File: src/rtl/seq_divider_pkg.sv
// seq_divider_pkg: shared state encoding and default sizing for the sequential divider
package seq_divider_pkg;
  localparam int DEF_WIDTH = 32;
  localparam int DEF_CNT_W = 6;
  localparam logic [DEF_WIDTH-1:0] DEF_INT_MIN = {1'b1, {(DEF_WIDTH-1){1'b0}}};
  typedef enum logic [1:0] {
    DIV_IDLE = 2'd0,
    DIV_ITER = 2'd1,
    DIV_FIX  = 2'd2,
    DIV_DONE = 2'd3
  } div_state_t;
endpackage

File: src/rtl/seq_divider_div_step.sv
// div_step: one combinational restoring-division step on a WIDTH+1 bit partial remainder
module div_step #(
  parameter int WIDTH = 32
) (
  input  logic [WIDTH:0]   rem,
  input  logic             din,
  input  logic [WIDTH-1:0] divisor,
  output logic [WIDTH:0]   rem_next,
  output logic             q_bit
);
  always_comb begin
    q_bit    = {rem, din} >= {2'b00, divisor};
    rem_next = q_bit ? {rem[WIDTH-1:0], din} - {1'b0, divisor} : {rem[WIDTH-1:0], din};
  end
endmodule

File: src/rtl/seq_divider.sv
// seq_divider: multicycle signed restoring divider, one quotient bit per clock
module seq_divider
  import seq_divider_pkg::*;
#(
  parameter int WIDTH = DEF_WIDTH,
  parameter int CNT_W = DEF_CNT_W
) (
  input  logic             clock,
  input  logic             reset_n,
  input  logic             ctrl_div,
  input  logic [WIDTH-1:0] data_operand_a,
  input  logic [WIDTH-1:0] data_operand_b,
  output logic [WIDTH-1:0] data_quotient,
  output logic [WIDTH-1:0] data_remainder,
  output logic             data_exception,
  output logic             data_result_rdy,
  output logic             busy
);
  localparam logic [WIDTH-1:0] INT_MIN = {1'b1, {(WIDTH-1){1'b0}}};
  div_state_t       state;
  logic [CNT_W-1:0] cnt;
  logic [WIDTH:0]   rem, rem_next;
  logic [WIDTH-1:0] dvd, dvs, abs_a, abs_b;
  logic             sign_q, sign_r, q_bit;
  always_comb begin
    abs_a = data_operand_a[WIDTH-1] ? -data_operand_a : data_operand_a;
    abs_b = data_operand_b[WIDTH-1] ? -data_operand_b : data_operand_b;
  end
  // dvd shifts dividend bits out the top while quotient bits fill in at the bottom
  div_step #(.WIDTH(WIDTH)) u_step (
    .rem(rem),
    .din(dvd[WIDTH-1]),
    .divisor(dvs),
    .rem_next(rem_next),
    .q_bit(q_bit)
  );
  always_ff @(posedge clock) begin
    if (!reset_n) begin
      state           <= DIV_IDLE;
      cnt             <= '0;
      rem             <= '0;
      dvd             <= '0;
      dvs             <= '0;
      sign_q          <= 1'b0;
      sign_r          <= 1'b0;
      data_quotient   <= '0;
      data_remainder  <= '0;
      data_exception  <= 1'b0;
      data_result_rdy <= 1'b0;
      busy            <= 1'b0;
    end else begin
      data_result_rdy <= 1'b0;
      case (state)
        DIV_IDLE: if (ctrl_div) begin
          dvd    <= abs_a;
          dvs    <= abs_b;
          sign_q <= data_operand_a[WIDTH-1] ^ data_operand_b[WIDTH-1];
          sign_r <= data_operand_a[WIDTH-1];
          cnt    <= '0;
          rem    <= '0;
          busy   <= 1'b1;
          if (data_operand_b == '0) begin
            state           <= DIV_DONE;
            data_quotient   <= '0;
            data_remainder  <= data_operand_a;
            data_exception  <= 1'b1;
            data_result_rdy <= 1'b1;
          end else if (data_operand_a == INT_MIN && data_operand_b == '1) begin
            state           <= DIV_DONE;
            data_quotient   <= INT_MIN;
            data_remainder  <= '0;
            data_exception  <= 1'b1;
            data_result_rdy <= 1'b1;
          end else
            state <= DIV_ITER;
        end
        DIV_ITER: begin
          rem   <= rem_next;
          dvd   <= {dvd[WIDTH-2:0], q_bit};
          cnt   <= cnt + 1'b1;
          state <= cnt == CNT_W'(WIDTH - 1) ? DIV_FIX : DIV_ITER;
        end
        DIV_FIX: begin
          data_quotient   <= sign_q ? -dvd : dvd;
          data_remainder  <= sign_r ? -rem[WIDTH-1:0] : rem[WIDTH-1:0];
          data_exception  <= 1'b0;
          data_result_rdy <= 1'b1;
          state           <= DIV_DONE;
        end
        DIV_DONE: begin
          state <= DIV_IDLE;
          busy  <= 1'b0;
        end
      endcase
    end
  end
endmodule

File: config.mk
export PLATFORM = sky130hd
export DESIGN_NAME = seq_divider
export DESIGN_NICKNAME = d
export VERILOG_FILES = /design/src/rtl/seq_divider_pkg.sv /design/src/rtl/seq_divider_div_step.sv /design/src/rtl/seq_divider.sv
export SDC_FILE = /design/constraint.sdc
export NUM_CORES = 1
export LEC_CHECK = 0
export ABC_CLOCK_PERIOD_IN_PS = 6100
export CAP_MARGIN = 15
export CORE_MARGIN = 3
export CORE_UTILIZATION = 62
export DETAILED_ROUTE_END_ITERATION = 8
export PLACE_DENSITY_LB_ADDON = 0.1
export SYNTH_ARGS = -nofsm -noshare
export SYNTH_HDL_FRONTEND = slang
export SYNTH_SLANG_ARGS = --single-unit
File: constraint.sdc
create_clock -name clock -period 6.1 [get_ports clock]
set_clock_uncertainty 0.05 [all_clocks]
set_input_delay 1.525 -clock clock [delete_from_list [all_inputs] [get_ports clock]]
set_output_delay 1.525 -clock clock [all_outputs]
set_load 0.01 [all_outputs]
==> metrics.cfg, run 1 <==
[placement]
place_hpwl_um=24200
dpl.cell_count=1657
pre_cts_ws_ps=994
place_area_um2=12700
place_congestion=1.01
port_buffers=133

[run]
drv_cap=0

[layout]
design_area_um2=13300
layout_common_cells=nand2_1, dfxtp_1, clkdlybuf4s50_1
final_common_cell=nand2_1
fin_nets=1557
area_growth_pct=17.2
final_cell_count_no_fill=1689
diodes=0
final_core_utilization_pct=75.6
layout-drive-gt1-share_pct=6.22

[global_route]
grt_pass1_vias=10100
grt_pass1_wl_um=52400
grtUsageTotal_pct=32.7
grt_max_degree=88
grt-ovfl-total=0
antenna_found_initial=0

[setup_path]
slowest_stage=or4_1
startpoint=data_operand_b[6]
cpPeakStageDelay_ps=590
critPathLaunchType=input port
worstPathArrival_ps=4990
worst-path-max-fanout=28
critPathCaptureType=flop
worst-path-buf-inv=1
cp_cell_sequence=clkdlybuf4s50_1 > or4_1 > nor4_1 > nand4_1 > nor3_4 > o21bai_2 > a21oi_2 > or2_4 > and2_4 > a22o_1
path_class=in -> reg
worstPathRequired_ps=6380
r2r_start=dvd[31]$_SDFFE_PN0P_
path_delay_family=simple AND/OR/NAND/NOR gates

[detailed_routing]
routed_wl_um=32800
via_per_inst=6.45
drc_errors=0
wl_per_cell_um=19.4
drtAntennaViolNets=0
first_iter_violations=1022
first_pass_iters=5
vias=10900

[timing]
rsz0062_at_grt=no
finalHoldViolCount=0
holdWs_ps=410
maxSlewHeadroom_pct=23.7
tightest_slew_ps=1140
setup_tns_ps=0
post-route-period-util_pct=77.2
worst_slack_ps=1390
setup_violations=0
post-route-min-period_ps=4710
max_clock_freq_ghz=0.212
drv_slew=0

[floorplanning]
start_util_pct=64.4
core-area_um2=17600
die_w_um=141
rows=48
io_pins=134
fp.dieH_um=141
die_area_um2=19900

[synthesis]
yosys.area.top_type=dfxtp_1
yosysSeqAreaShare_pct=30.7
synth_edf_count=0
avgSynthCellArea_um2=8.22
yosys_warnings=0
synth_compound_area_share_pct=29.5
syn_inst=1379
syn-num-nets=1485
yosys.area.top_type_share_pct=30.7
yosys-top-cells-area=dfxtp_1, nand2_1, xor2_1
synthMuxAreaShare_pct=0.971
synth_seq_cells=174
syn_area_um2=11300
synth_flop_cell=dfxtp_1
ys_async_sr_fraction_pct=0
synth_top_family_by_area=compound AO/OA/AOI/OAI gates
synth_xor_area_share_pct=11.1
yosys.area_share.simple_pct=18.2
synth_cell_types=75
synth_adder_area_share_pct=4.37

[power]
totalPowerFinal_mw=6.05
ir_drop_mv=0.532
power_leakage_nw=5.38
pwr_density_cell_nw_per_um2=455

[hold_path]
worstHoldPathType=reg -> reg
hold_path_startpoint=rem[32]$_SDFFE_PN0P_

[clock_network]
cts.sinks=174
cts_max_level=4
cts_buffers=17
cts.repair.resized=0
cts_buffer_depth=2
cts_tree=built
cts_root_buffer=clkbuf_16
clk_latency_ps=440
cts.clk_slew.worst_paths_ps=70
postCtsHoldBufs=0
postCtsSetupBuffers=0

[status]
outcome=finished, final reports clean

-- flip-flops by register name, indices dropped and copies added (netlist names), 2 cells and up --
| signal | count |
|---|---|
| rem | 33 |
| data_quotient | 32 |
| data_remainder | 32 |
| dvd | 32 |
| dvs | 32 |
| cnt | 6 |
| state | 2 |
-- kinds of logic after synthesis --
kind of cell / after synthesis
xor gates and xnor gates: 144
buffers and inverters: 145
muxes: 11
and+or+nand+nor: 413
adders and majority gates: 39
AOI/OAI and AO/OA: 453
DFF: 174
-- power by group --
part           switching (mW)  internal (mW)  total (mW)  leakage [nW]
combinational            2.03           1.35        3.37          3.66
clock                   0.509          0.632        1.14         0.305
sequential              0.263           1.27        1.53          1.42
total                    2.80           3.25        6.05          5.38
-- final cells by class --
cell class	count	area, um^2
timing repair buffer	144	1410
clock buffer	18	439
multi-input combinational	1060	7300
tap	225	282
sequential	174	3480
clock inverter	14	173
fill	1382	4300
inverter	54	203
-- tightest hold or removal path, delay by kind of cell (launching register included) --
family,cells,cell delay (ps)
compound gates,1,60
flops,1,320
simple gates,1,50
-- routing by layer --
metal / GRT usage [%] / share of wire (%) / vias to the layer above
met5: 0 / 0 / -
met4: 16.9 / 5.3 / 0
met3: 5.12 / 8.7 / 108
met2: 54.1 / 47 / 535
met1: 41.1 / 39 / 5075
li1: - / - / 5182
-- synth_stat cells (3+ instances only) --
cell type	instances
a21oi_1	43
a21boi_0	28
mux2i_1	11
and3_1	6
o2bb2ai_2	20
nor3b_1	3
nor2b_1	25
xnor2_1	69
buf_1	5
a21o_1	19
nand2_1	176
o2bb2ai_1	6
a22o_1	3
and2_1	15
or3_1	14
a211oi_1	4
a221oi_1	8
nor3_1	15
a31oi_1	6
nor2_1	45
o211a_1	44
o41ai_1	20
nor4_1	13
o211ai_1	5
ha_1	38
buf_6	4
o21bai_1	4
nand2b_1	9
o21ai_1	3
o21a_1	5
buf_2	5
o21ai_0	117
nand4_1	17
xor2_1	75
or2_2	5
or4_1	15
nand3_1	35
dfxtp_1	174
clkbuf_1	77
a32oi_1	7
a22oi_1	52
o31ai_1	36
inv_1	54
a222oi_1	3
-- final timing paths --
| kind | endpoint | slack [ps] | cells after the start |
|---|---|---|---|
| setup / recovery | data_remainder[28]$_SDFFE_PN0P_ | 1390 | 10 |
| hold / removal | rem[32]$_SDFFE_PN0P_ | 410 | 2 |
| setup reg to reg | rem[26]$_SDFFE_PN0P_ | 2070 | 11 |
| hold reg to reg | rem[32]$_SDFFE_PN0P_ | 410 | 2 |
Note: power is estimated with default switching activity, not from simulation.
==> inputs of run 2 (changes only) <==
--- a/config.mk
+++ b/config.mk
@@ -5,10 +5,10 @@
 export SDC_FILE = /design/constraint.sdc
 export NUM_CORES = 1
 export LEC_CHECK = 0
-export ABC_CLOCK_PERIOD_IN_PS = 6100
+export ABC_CLOCK_PERIOD_IN_PS = 4400
 export CAP_MARGIN = 15
 export CORE_MARGIN = 3
-export CORE_UTILIZATION = 62
+export CORE_UTILIZATION = 57
 export DETAILED_ROUTE_END_ITERATION = 8
 export PLACE_DENSITY_LB_ADDON = 0.1
 export SYNTH_ARGS = -nofsm -noshare
==> constraint.sdc (replaced) <==
create_clock -name clock -period 4.4 [get_ports clock]
set_clock_uncertainty 0.05 [all_clocks]
set_input_delay 1.1 -clock clock [delete_from_list [all_inputs] [get_ports clock]]
set_output_delay 1.1 -clock clock [all_outputs]
set_load 0.01 [all_outputs]
==> metrics.cfg, run 2 (same netlist as run 1, synthesis figures left out) <==
[detailed_routing]
first_pass_iters=5
via_per_inst=6.18
drtAntennaViolNets=0
first_iter_violations=857
routed_wl_um=34100
drc_errors=0
vias=10900
wl_per_cell_um=19.4

[setup_path]
ff2ff_setup_slack_ps=810
worstPathArrival_ps=4270
critPathCaptureType=flop
critPathLaunchType=input port
r2r_start=rem[26]$_SDFFE_PN0P_
path_class=in -> reg
reg2reg_depth=10
worst-path-max-fanout=28
r2r_end=rem[2]$_SDFFE_PN0P_
worstPathRequired_ps=4670

[hold_path]
worstHoldPathType=reg -> reg
min_path_cells=2
holdPathEnd=data_remainder[17]$_SDFFE_PN0P_
hold_path_startpoint=data_remainder[17]$_SDFFE_PN0P_

[timing]
drv_slew=0
tightest_slew_ps=1040
post-route-min-period_ps=4000
maxSlewHeadroom_pct=30.8
finalHoldViolCount=0
post-route-period-util_pct=91.0
rsz0062_at_grt=no
setup_violations=0
holdWs_ps=403
max_clock_freq_ghz=0.250
worst_slack_ps=397

[global_route]
antenna_found_initial=0
grt-ovfl-total=0
grtUsageTotal_pct=30.9
grt_max_degree=104
grt_pass1_vias=10200
grt_pass1_wl_um=54000

[power]
ir_drop_mv=0.766
power_leakage_nw=5.55
pwr_density_cell_nw_per_um2=619

[layout]
fin_nets=1595
fill_cells=1619
final_core_utilization_pct=71.0
layout_common_cells=nand2_1, dfxtp_1, clkdlybuf4s50_1
top_register=rem
layout-drive-gt1-share_pct=8.52
largest_reg_flops=33
area_growth_pct=19.8
final_common_cell=nand2_1
diodes=0

[floorplanning]
start_util_pct=59.2
rows=50
io_pins=134
core-area_um2=19100
fp.dieH_um=147
die_w_um=147
die_area_um2=21600

[placement]
port_buffers=133
pre_cts_ws_ps=-21.6
place_congestion=0.935
place_hpwl_um=25700

[clock_network]
cts_max_level=4
cts_root_buffer=clkbuf_16
cts.repair.resized=0
cts_buffers=17
cts_tree=built
cts.clk_slew.worst_paths_ps=70
cts_buffer_depth=2
clk_latency_ps=430
cts.sinks=174
postCtsSetupBuffers=0
postCtsHoldBufs=0

[run]
drv_cap=0

[status]
outcome=finished, final reports clean

==> run 2: cell types whose count changed in the layout (fill, tap and decap cells not counted) <==
cell	before	now
inv_8	3	5
clkinv_8	1	0
buf_12	0	1
clkbuf_1	0	1
clkinvlp_4	0	1
clkinv_4	1	0
buf_4	12	49
bufinv_16	2	0
==> run 2: power breakdown <==
part           switching [mW]  internal (mW)  total [mW]
clock                   0.714          0.765        1.48
sequential              0.318           1.76        2.08
combinational            2.91           1.95        4.86
==> run 2: through the flow <==
stage | std cells | setup TNS [ps] | cell area (um^2) | power, mW
floorplan | 1379 | 0 | 11300 | 5.60
global placement | 1730 | 0 | 13000 | 6.75
detailed placement | 1730 | -21.6 | 13000 | 6.83
CTS | 1762 | 0 | 13600 | 8.31
global route | 1762 | 0 | 13600 | 9.01
finish | 1762 | 0 | 13600 | 8.41
==> run 2: final cells by class <==
class / instances / area, um^2 / share of cell area (%)
Inverter: 54 / 203 / 1.49
Sequential cell: 174 / 3480 / 25.6
Tap cell: 260 / 325 / 2.39
Multi-Input combinational cell: 1060 / 7300 / 53.8
Clock buffer: 19 / 443 / 3.26
Clock inverter: 13 / 118 / 0.866
Timing Repair Buffer: 182 / 1710 / 12.6
==> run 2: worst max-delay path, cell delays in order <==
cell             delay, ps
clkdlybuf4s50_1        420
or4_1                  580
nor4_1                 370
nand4_1                380
nor3_4                 260
o21bai_2               160
a21oi_2                100
or2_4                  300
and2_4                 310
a22o_1                 280
==> run 2: worst max path at each step <==
stage,startpoint,to,slack [ps]
2_1_floorplan,data_operand_a[18],data_quotient[10]$_SDFFE_PN0P_,740
3_3_place_gp,data_operand_b[6],data_remainder[28]$_SDFFE_PN0P_,40
3_5_place_dp,data_operand_b[6],data_remainder[28]$_SDFFE_PN0P_,-20
4_1_cts,data_operand_b[6],data_remainder[28]$_SDFFE_PN0P_,420
5_1_grt,data_operand_b[6],data_remainder[28]$_SDFFE_PN0P_,240
6_report,data_operand_b[6],data_remainder[28]$_SDFFE_PN0P_,400
==> run 2: metal layers <==
metal	routed length (um)	global-route usage [%]	part of all wire [%]	vias up
li1	-	-	-	5251
met1	14300	39.1	42	5156
met2	16500	52.9	48	411
met3	2090	4.75	6.1	68
met4	1290	12.3	3.8	0
met5	0	0	0	-
==> inputs of run 3 (changes only) <==
--- a/config.mk
+++ b/config.mk
@@ -7,7 +7,6 @@
 export LEC_CHECK = 0
 export ABC_CLOCK_PERIOD_IN_PS = 4400
 export CAP_MARGIN = 15
-export CORE_MARGIN = 3
 export CORE_UTILIZATION = 57
 export DETAILED_ROUTE_END_ITERATION = 8
 export PLACE_DENSITY_LB_ADDON = 0.1
==> metrics.cfg, run 3 (same netlist as run 1, synthesis figures left out) <==
[status]
outcome=finished, final reports clean

[placement]
place_congestion=0.969
place_hpwl_um=24800
dpl.cell_count=1725
port_buffers=133
pre_cts_ws_ps=-27.7

[power]
ir_drop_mv=0.624
pwr_density_cell_nw_per_um2=618
power_leakage_nw=5.51

[global_route]
grtUsageTotal_pct=32.7
grt-ovfl-total=0
antenna_found_initial=0
grt_max_degree=100
grt_pass1_wl_um=51400
grt_pass1_vias=9740

[layout]
multi_input_area_um2=7300
fill_cells=1648
fin_nets=1585
diodes=0
regArea_um2=3480
final_common_cell=nand2_1
area_growth_pct=19.8
largest_reg_flops=33
final_cell_count_no_fill=1757
final_core_utilization_pct=69.8
layout-drive-gt1-share_pct=7.98
top_register=rem
layout_common_cells=nand2_1, dfxtp_1, clkdlybuf4s50_1

[setup_path]
path_delay_family=simple AND/OR/NAND/NOR gates
worst-path-max-fanout=12
critPathCaptureType=flop
cpPeakStageDelay_ps=550
slowest_stage=or4_1
critPathLaunchType=input port
ff2ff_setup_slack_ps=830
worstPathArrival_ps=4300
path_class=in -> reg
worst-path-buf-inv=2
worstPathRequired_ps=4680
cp_cell_sequence=clkdlybuf4s50_1 > or4_1 > nor4_1 > nand4_1 > nor3_4 > o21bai_2 > a21oi_2 > or2_4 > buf_4 > a222oi_1 > nor2b_1

[timing]
worst_slack_ps=379
post-route-period-util_pct=91.4
post-route-min-period_ps=4020
finalHoldViolCount=0
tightest_slew_ps=1010
setup_violations=0
rsz0062_at_grt=no
drv_slew=0
setup_tns_ps=0
maxSlewHeadroom_pct=32.8
max_clock_freq_ghz=0.249
holdWs_ps=398

[hold_path]
worstHoldPathType=reg -> reg

[detailed_routing]
routed_wl_um=33100
wl_per_cell_um=18.8
drtAntennaViolNets=0
first_pass_iters=6
drc_errors=0
vias=10900
first_iter_violations=835
via_per_inst=6.19

[clock_network]
cts_max_level=4
cts_root_buffer=clkbuf_16
cts.clk_slew.worst_paths_ps=80
clk_latency_ps=440
cts.sinks=174
postCtsHoldBufs=0
cts.repair.resized=0
postCtsSetupBuffers=0
cts_tree=built
cts_buffers=17
cts_buffer_depth=2

[floorplanning]
rows=51
core-area_um2=19500
start_util_pct=58.3
fp.dieH_um=143
die_area_um2=20500
die_w_um=143
io_pins=134

[run]
drv_cap=0

-- run 3: cell types whose count changed in the layout (fill, tap and decap cells not counted), sizes merged --
cell | before | now
clkinv | 2 | 6
clkbuf | 19 | 17
inv | 64 | 62
buf | 50 | 40
-- run 3: cell type report --
class	instances	share of cell area, %
multi-input cells	1060	53.8
flip-flops and latches	174	25.6
repair buffers	172	12.0
clock buffers	17	3.13
well taps	265	2.44
inverters	54	1.49
clock inverters	15	1.47
-- run 3: where the power goes --
group | leakage, nW | total (mW) | internal (mW) | switching (mW)
logic | 3.80 | 4.72 | 1.90 | 2.82
clock network | 0.299 | 1.57 | 0.784 | 0.783
registers | 1.42 | 2.11 | 1.76 | 0.355
-- run 3: final timing paths --
| path | from | to | depth (start not counted) |
|---|---|---|---|
| worst max-delay path | data_operand_b[8] | data_remainder[26]$_SDFFE_PN0P_ | 11 |
| worst min-delay path | data_remainder[17]$_SDFFE_PN0P_ | data_remainder[17]$_SDFFE_PN0P_ | 2 |
| worst max register to register | rem[26]$_SDFFE_PN0P_ | rem[0]$_SDFFE_PN0P_ | 10 |
| worst min register to register | data_remainder[17]$_SDFFE_PN0P_ | data_remainder[17]$_SDFFE_PN0P_ | 2 |
-- run 3: routing by layer --
metal	part of all wire, %	vias up	global-route usage, %
met4	4.3	0	16.5
met1	43	5176	41.1
met3	6.0	78	5.00
li1	-	5227	-
met5	0	-	0
met2	47	387	54.1
-- run 3: worst register-to-register path, stage by stage (launching register included) --
cell       delay [ps]
dfxtp_1           510
ha_1              390
a21o_1            220
a21o_1            190
a21oi_1           190
nor2_1             60
a2111oi_0         620
and3_1            550
buf_4             340
nand2_1           100
a32o_1            250
-- run 3: through the flow --
stage / power [mW] / cell area, um^2
2_1_floorplan: 5.60 / 11300
3_3_place_gp: 6.67 / 13000
3_5_place_dp: 6.74 / 13000
4_1_cts: 8.34 / 13600
5_1_grt: 9.00 / 13600
6_report: 8.40 / 13600
